### src/rtl/packet_frame_arbiter_pkg.sv
// Shared definitions for the framed-packet round-robin arbiter.
// Holds the FSM state encoding and the round-robin winner select.
package pkt_arb_pkg;

    localparam int MAXREQ = 8;
    localparam int PTR_W  = 3;
    localparam int IDX_W  = PTR_W + 1;

    typedef enum logic [1:0] {
        ST_IDLE    = 2'd0,
        ST_GRANTED = 2'd1,
        ST_PACKET  = 2'd2,
        ST_RELEASE = 2'd3
    } state_t;

    // First set request at or after ptr, wrapping within the n live requesters.
    function automatic logic [MAXREQ-1:0] onehot_rr(input logic [MAXREQ-1:0] req,
                                                    input logic [PTR_W-1:0]  ptr,
                                                    input int                n);
        logic [MAXREQ-1:0] win;
        logic              found;
        logic [IDX_W-1:0]  idx;
        win   = '0;
        found = 1'b0;
        for (int i = 0; i < MAXREQ; i++) begin
            idx = {1'b0, ptr} + IDX_W'(i);
            if (idx >= IDX_W'(n))
                idx = idx - IDX_W'(n);
            if ((i < n) && !found && req[idx[PTR_W-1:0]]) begin
                win[idx[PTR_W-1:0]] = 1'b1;
                found               = 1'b1;
            end
        end
        return win;
    endfunction

endpackage

### src/rtl/packet_frame_arbiter_rr_pick.sv
// Combinational round-robin priority select over NREQ requesters.
module rr_pick
    import pkt_arb_pkg::*;
#(
    parameter int NREQ = 4,
    parameter int PW   = $clog2(NREQ)
) (
    input  logic [NREQ-1:0] req,
    input  logic [PW-1:0]   ptr,
    output logic [NREQ-1:0] pick
);

    logic [MAXREQ-1:0] win_ext;

    assign win_ext = onehot_rr(MAXREQ'(req), PTR_W'(ptr), NREQ);
    assign pick    = win_ext[NREQ-1:0];

    generate
        if (NREQ < MAXREQ) begin : g_hi
            logic unused_hi;
            assign unused_hi = ^win_ext[MAXREQ-1:NREQ];
        end
    endgenerate

endmodule

### src/rtl/packet_frame_arbiter.sv
// Round-robin arbiter sharing one head/tail/valid packet channel among NREQ
// requesters; a grant is held from head to tail and all outputs are registered.
module packet_frame_arbiter
    import pkt_arb_pkg::*;
#(
    parameter int NREQ    = 4,
    parameter int TIMEOUT = 16
) (
    input  logic            clock,
    input  logic            reset,
    input  logic [NREQ-1:0] req,
    input  logic [NREQ-1:0] in_valid,
    input  logic [NREQ-1:0] in_head,
    input  logic [NREQ-1:0] in_tail,
    output logic [NREQ-1:0] grant,
    output logic            out_valid,
    output logic            out_head,
    output logic            out_tail,
    output logic            busy,
    output logic            err
);

    localparam int PW = $clog2(NREQ);
    localparam int CW = $clog2(TIMEOUT);
    localparam logic [CW-1:0] CNT_LAST = CW'(TIMEOUT - 1);
    localparam logic [PW-1:0] LAST_IDX = PW'(NREQ - 1);

    state_t          state, state_nxt;
    logic [NREQ-1:0] pick, grant_nxt;
    logic [PW-1:0]   rr_ptr, ptr_nxt, win_idx, win_nxt, pick_idx;
    logic [CW-1:0]   cnt, cnt_nxt;
    logic            err_nxt;
    logic            wv, wh, wt;

    rr_pick #(.NREQ(NREQ), .PW(PW)) u_pick (
        .req  (req),
        .ptr  (rr_ptr),
        .pick (pick)
    );

    always_comb begin
        pick_idx = '0;
        for (int i = 0; i < NREQ; i++)
            if (pick[i])
                pick_idx = PW'(i);
    end

    // Only the granted requester's beat is visible; grant==0 forces all zero.
    assign wv = |(in_valid & grant);
    assign wh = |(in_valid & in_head & grant);
    assign wt = |(in_valid & in_tail & grant);

    assign busy = (state == ST_GRANTED) || (state == ST_PACKET);

    always_ff @(posedge clock or negedge reset) begin
        if (!reset)
            state <= ST_IDLE;
        else
            state <= state_nxt;
    end

    always_comb begin
        state_nxt = state;
        grant_nxt = grant;
        ptr_nxt   = rr_ptr;
        win_nxt   = win_idx;
        cnt_nxt   = cnt;
        err_nxt   = 1'b0;
        case (state)
            ST_IDLE: begin
                if (|req) begin
                    grant_nxt = pick;
                    win_nxt   = pick_idx;
                    cnt_nxt   = '0;
                    state_nxt = ST_GRANTED;
                end
            end
            ST_GRANTED: begin
                if (wv) begin
                    if (wh)
                        state_nxt = wt ? ST_RELEASE : ST_PACKET;
                    else
                        err_nxt = 1'b1;
                end else if (cnt == CNT_LAST) begin
                    err_nxt   = 1'b1;
                    state_nxt = ST_RELEASE;
                end else begin
                    cnt_nxt = cnt + CW'(1);
                end
            end
            ST_PACKET: begin
                // A stalled packet keeps the channel: no timeout here.
                if (wh)
                    err_nxt = 1'b1;
                if (wt)
                    state_nxt = ST_RELEASE;
            end
            ST_RELEASE: begin
                grant_nxt = '0;
                ptr_nxt   = (win_idx == LAST_IDX) ? '0 : win_idx + PW'(1);
                state_nxt = ST_IDLE;
            end
            default: state_nxt = ST_IDLE;
        endcase
    end

    // Registered control and output stage
    always_ff @(posedge clock or negedge reset) begin
        if (!reset) begin
            grant     <= '0;
            rr_ptr    <= '0;
            win_idx   <= '0;
            cnt       <= '0;
            err       <= 1'b0;
            out_valid <= 1'b0;
            out_head  <= 1'b0;
            out_tail  <= 1'b0;
        end else begin
            grant     <= grant_nxt;
            rr_ptr    <= ptr_nxt;
            win_idx   <= win_nxt;
            cnt       <= cnt_nxt;
            err       <= err_nxt;
            out_valid <= wv;
            out_head  <= wh;
            out_tail  <= wt;
        end
    end

endmodule

### config.mk
export PLATFORM = sky130hd
export DESIGN_NAME = packet_frame_arbiter
export DESIGN_NICKNAME = d
export VERILOG_FILES = /design/src/rtl/packet_frame_arbiter_pkg.sv /design/src/rtl/packet_frame_arbiter_rr_pick.sv /design/src/rtl/packet_frame_arbiter.sv
export SDC_FILE = /design/constraint.sdc
export NUM_CORES = 1
export LEC_CHECK = 0
export ABC_AREA = 1
export BUFFER_PORTS_ARGS = -buffer_cell sky130_fd_sc_hd__buf_2
export CELL_PAD_IN_SITES_DETAIL_PLACEMENT = 0
export CELL_PAD_IN_SITES_GLOBAL_PLACEMENT = 1
export CORE_MARGIN = 10
export CORE_UTILIZATION = 30
export CTS_CLUSTER_DIAMETER = 120
export DETAILED_ROUTE_END_ITERATION = 8
export PLACE_DENSITY = 0.69
export SLEW_MARGIN = 25
export SYNTH_ARGS = -nofsm -noshare
export SYNTH_HDL_FRONTEND = slang
export SYNTH_HIERARCHICAL = 1
export SYNTH_SLANG_ARGS = --single-unit
export TNS_END_PERCENT = 20
### constraint.sdc
create_clock -name clock -period 2.81 [get_ports clock]
set_input_delay 0.562 -clock clock [delete_from_list [all_inputs] [get_ports clock]]
set_output_delay 0.562 -clock clock [all_outputs]
set_load 0.1 [all_outputs]
==> impl_results.md <==
- Run status: finished clean
- Sequential fraction of the synthesis area: 30.00%
- Final setup fails: 0
- Crit share post-route: 76.08%
- Buf/Inv on CP: 2
- Final Routed Wirelength: 3.313 mm
- Area of the placeable core: 4786 um^2
- First-iteration detailed-routing DRC count: 54
- Arr. time, crit path: 1.58 ns
- Final-report max-slew violation count: 0
- All-Layer GR Usage: 8.607%
- Cell-by-cell listing of the critical path: inv_1 > ha_1 > buf_2
- Element type at the critical path start: flip-flop
- Total overflow reported by the global router: 0
- Count of buffers inserted at the top-level ports: 26
- Top-area cell type share of the netlist area: 30.00%
- Count of endpoints failing hold in the final timing report: 0
- Routability congestion estimate from global placement: 0.7996
- Setup repair after global routing missed its margin: false
- Placed instance count: 289
- Worst min-delay path category: input pin to asynchronous set/reset pin
- Clock insertion delay at the later pin of the skew report: 0.26 ns
- Clock tree root buffer cell: sky130_fd_sc_hd__clkbuf_8
- CTS H-Tree Depth: 1
- HPWL after DPL: 2.736 mm
- Number of global-route vias before repair: 1344
- Mean number of vias per cell: 4.355
- Avg Inst Size Synth: 7.622 um^2
- Number of remaining DRC errors: 0
- Number of warnings printed during yosys synthesis: 6
- Critical path capture point type: output port
- Clk pin slew, worst setup/hold paths: 0.07 ns
- Leading cell types in the layout, fill and taps excluded: sky130_fd_sc_hd__nand2_1, sky130_fd_sc_hd__nand3_1, sky130_fd_sc_hd__buf_2
- Highest cell delay on the worst timing path: 0.45 ns
- CTS tree: done
- Number of antenna violations at the first check in global routing: 0
- Sequential cell area: 450.4 um^2
- Top area cells in the synthesized netlist: sky130_fd_sc_hd__dfrtp_1, sky130_fd_sc_hd__nand2_1, sky130_fd_sc_hd__ha_1
- Effective utilization at floorplan: 31.37%
- Post-synthesis to final-layout area growth: 17.42%
- Clock period minus final worst setup slack: 2.138 ns
- CTS sink cnt: 18
- Register bit count reported by yosys: 18
- Largest fanout of any net on the critical path: 5
- Combined area of all synthesized cells: 1501 um^2
- Layout fillers: 518
- Number of buffers created by CTS: 3
- Cell area after layout: 1763 um^2
- Area of placed instances: 1708 um^2
- Chip height: 90.75 um
- Worst-case headroom to the max-slew limit: 67.02%
- Worst endpoint required time: 2.25 ns
- Vias: 1276
- Count of different cell masters after synthesis: 25
- Largest voltage drop on the vdd net: 0.0005152 V
- Detail-routed net length per standard cell: 11.31 um
- Startpoint-to-endpoint class of the critical path: flip-flop to output port
- Slew of the pin with the lowest slew margin: 0.4981 ns
- Library cell occupying the most area in the post-synthesis netlist: sky130_fd_sc_hd__dfrtp_1
- Wire length of the first global-routing pass: 6.175 mm
- Bufs on Longest Clock Path: 2
- Pwr per Cell Area: 1248 nW/um^2
- Resized cells post-CTS: 0
- Maximum number of pins on one net before global-route repair: 19
- Count of inserted antenna diode cells: 0
- Post-layout net count: 259
- Number of maximum-capacitance violations: 0
- Total nets after synthesis: 229
- Synthesized instance count: 197
- Sum of negative setup slack: 0 ns
- Post-CTS Setup Repair Bufs: 0
- Initial DRT Pass Iterations: 4
- Number of buffers added to fix hold violations after cts: 0
- Most frequent standard cell in the layout excluding fill and tap cells: sky130_fd_sc_hd__nand2_1
- Cell Rows: 25
- Layout cell share with drive strength beyond 1: 28.32%
- Area used by multi-input combinational logic: 949.7 um^2
- IO Count: 27
- Max Freq: 467.8 MHz
- Maximum clock skew at final layout: 0.0008672 ns
- Worst-path cell with the longest stage delay: sky130_fd_sc_hd__buf_2
- Dominant delay contributor by cell family on the critical path: buffers and inverters
- Post-route ant nets: 0
- Leakage dissipation: 0.9643 nW
- Horizontal die dimension: 90.75 um
- Non-Filler Instances: 293
- Total die area: 8235 um^2
cells in the mapped netlist:
| library cell | instances |
|---|---|
| sky130_fd_sc_hd__a21boi_0 | 1 |
| sky130_fd_sc_hd__buf_4 | 1 |
| sky130_fd_sc_hd__dfrtp_1 | 18 |
| sky130_fd_sc_hd__ha_1 | 14 |
| sky130_fd_sc_hd__inv_1 | 21 |
| sky130_fd_sc_hd__inv_2 | 4 |
| sky130_fd_sc_hd__nand2_1 | 59 |
| sky130_fd_sc_hd__nand2_2 | 7 |
| sky130_fd_sc_hd__nand2_4 | 4 |
| sky130_fd_sc_hd__nand3_1 | 29 |
| sky130_fd_sc_hd__nand3_2 | 9 |
| sky130_fd_sc_hd__nand4_1 | 1 |
| sky130_fd_sc_hd__nor2_1 | 4 |
| sky130_fd_sc_hd__nor2_2 | 2 |
| sky130_fd_sc_hd__nor2_4 | 4 |
| sky130_fd_sc_hd__nor2_8 | 1 |
| sky130_fd_sc_hd__o211ai_1 | 1 |
| sky130_fd_sc_hd__o211ai_4 | 1 |
| sky130_fd_sc_hd__o21ai_0 | 5 |
| sky130_fd_sc_hd__o21ai_1 | 3 |
| sky130_fd_sc_hd__o22ai_1 | 3 |
| sky130_fd_sc_hd__o31ai_1 | 1 |
| sky130_fd_sc_hd__or2_1 | 1 |
| sky130_fd_sc_hd__or2_2 | 2 |
| sky130_fd_sc_hd__xor2_1 | 1 |
metal layers:
| layer | track usage (%) | up-vias | share of wire, % |
|---|---|---|---|
| met1 | 11.89 | 549 | 55 |
| met5 | 0 | - | 0 |
| met2 | 12.74 | 30 | 38 |
| met3 | 2.411 | 4 | 5.9 |
| li1 | - | 693 | - |
| met4 | 1.989 | 0 | 1.2 |
worst paths after layout:
| kind | depth (start not counted) | to | startpoint | slack [ns] |
|---|---|---|---|---|
| setup / recovery | 3 | busy | state[0] | 0.67 |
| hold / removal | 1 | out_tail | reset | 0.23 |
| setup reg to reg | 10 | win_idx[0] | rr_ptr[0] | 0.84 |
| hold reg to reg | 1 | rr_ptr[0] | win_idx[0] | 0.51 |
| max in group asynchronous | 1 | cnt[3] | reset | 2.29 |
| min in group clock | 1 | rr_ptr[0] | win_idx[0] | 0.51 |
worst reg2reg max path, cell delays in order (launching register included):
cell and delay [ns]:
sky130_fd_sc_hd__dfrtp_1 0.54, sky130_fd_sc_hd__inv_2 0.16, sky130_fd_sc_hd__ha_1 0.36, sky130_fd_sc_hd__inv_1 0.07, sky130_fd_sc_hd__nand3_1 0.08, sky130_fd_sc_hd__nand3_1 0.13
sky130_fd_sc_hd__nor2_4 0.14, sky130_fd_sc_hd__nand3_1 0.10, sky130_fd_sc_hd__nand3_2 0.08, sky130_fd_sc_hd__nand2_1 0.07, sky130_fd_sc_hd__o211ai_1 0.15
kinds of logic (layout without fill, tap and decap cells):
family / after synthesis / after routing / synth area share [%]
AND/OR/NAND/NOR: 123 / 123 / 44.17
buffers and inverters: 26 / 55 / 6.750
flip-flops: 18 / 18 / 30.00
AO/OA/AOI/OAI: 15 / 15 / 6.833
adder cells (fa/ha/maj): 14 / 14 / 11.67
XOR/XNOR: 1 / 1 / 0.5834
power by group:
part,switching (mW),total [mW],internal [mW]
sequential,0.0953,0.446,0.351
clock,0.0964,0.221,0.125
combinational,1.09,1.53,0.441
total,1.28,2.20,0.916
through the flow:
| step | hold WS (ns) | total power, mW | util, % | setup slack [ns] |
|---|---|---|---|---|
| finish | 0.2257 | 2.200 | 36.84 | 0.6723 |
| global placement | 0.5123 | 2.011 | 35.69 | 0.8256 |
| global route | 0.2524 | 2.435 | 36.84 | 0.5884 |
| detailed placement | 0.4945 | 1.997 | 35.69 | 0.8286 |
| CTS | 0.2413 | 2.224 | 36.84 | 0.6552 |
| floorplan | 0.2664 | 1.732 | - | 0.9196 |
state kept, by name, summed over array words and instances (netlist names):
register   count
cnt            4
err            1
grant          4
out_head       1
out_tail       1
out_valid      1
rr_ptr         2
state          2
win_idx        2
cell type report:
class / count / share of cell area [%]
clock buffers: 4 / 3.123
inverters: 25 / 5.323
multi-input cells: 153 / 53.87
flip-flops and latches: 18 / 25.55
well taps: 67 / 4.755
repair buffers: 26 / 7.381
Power figures use the tool's default switching activity.
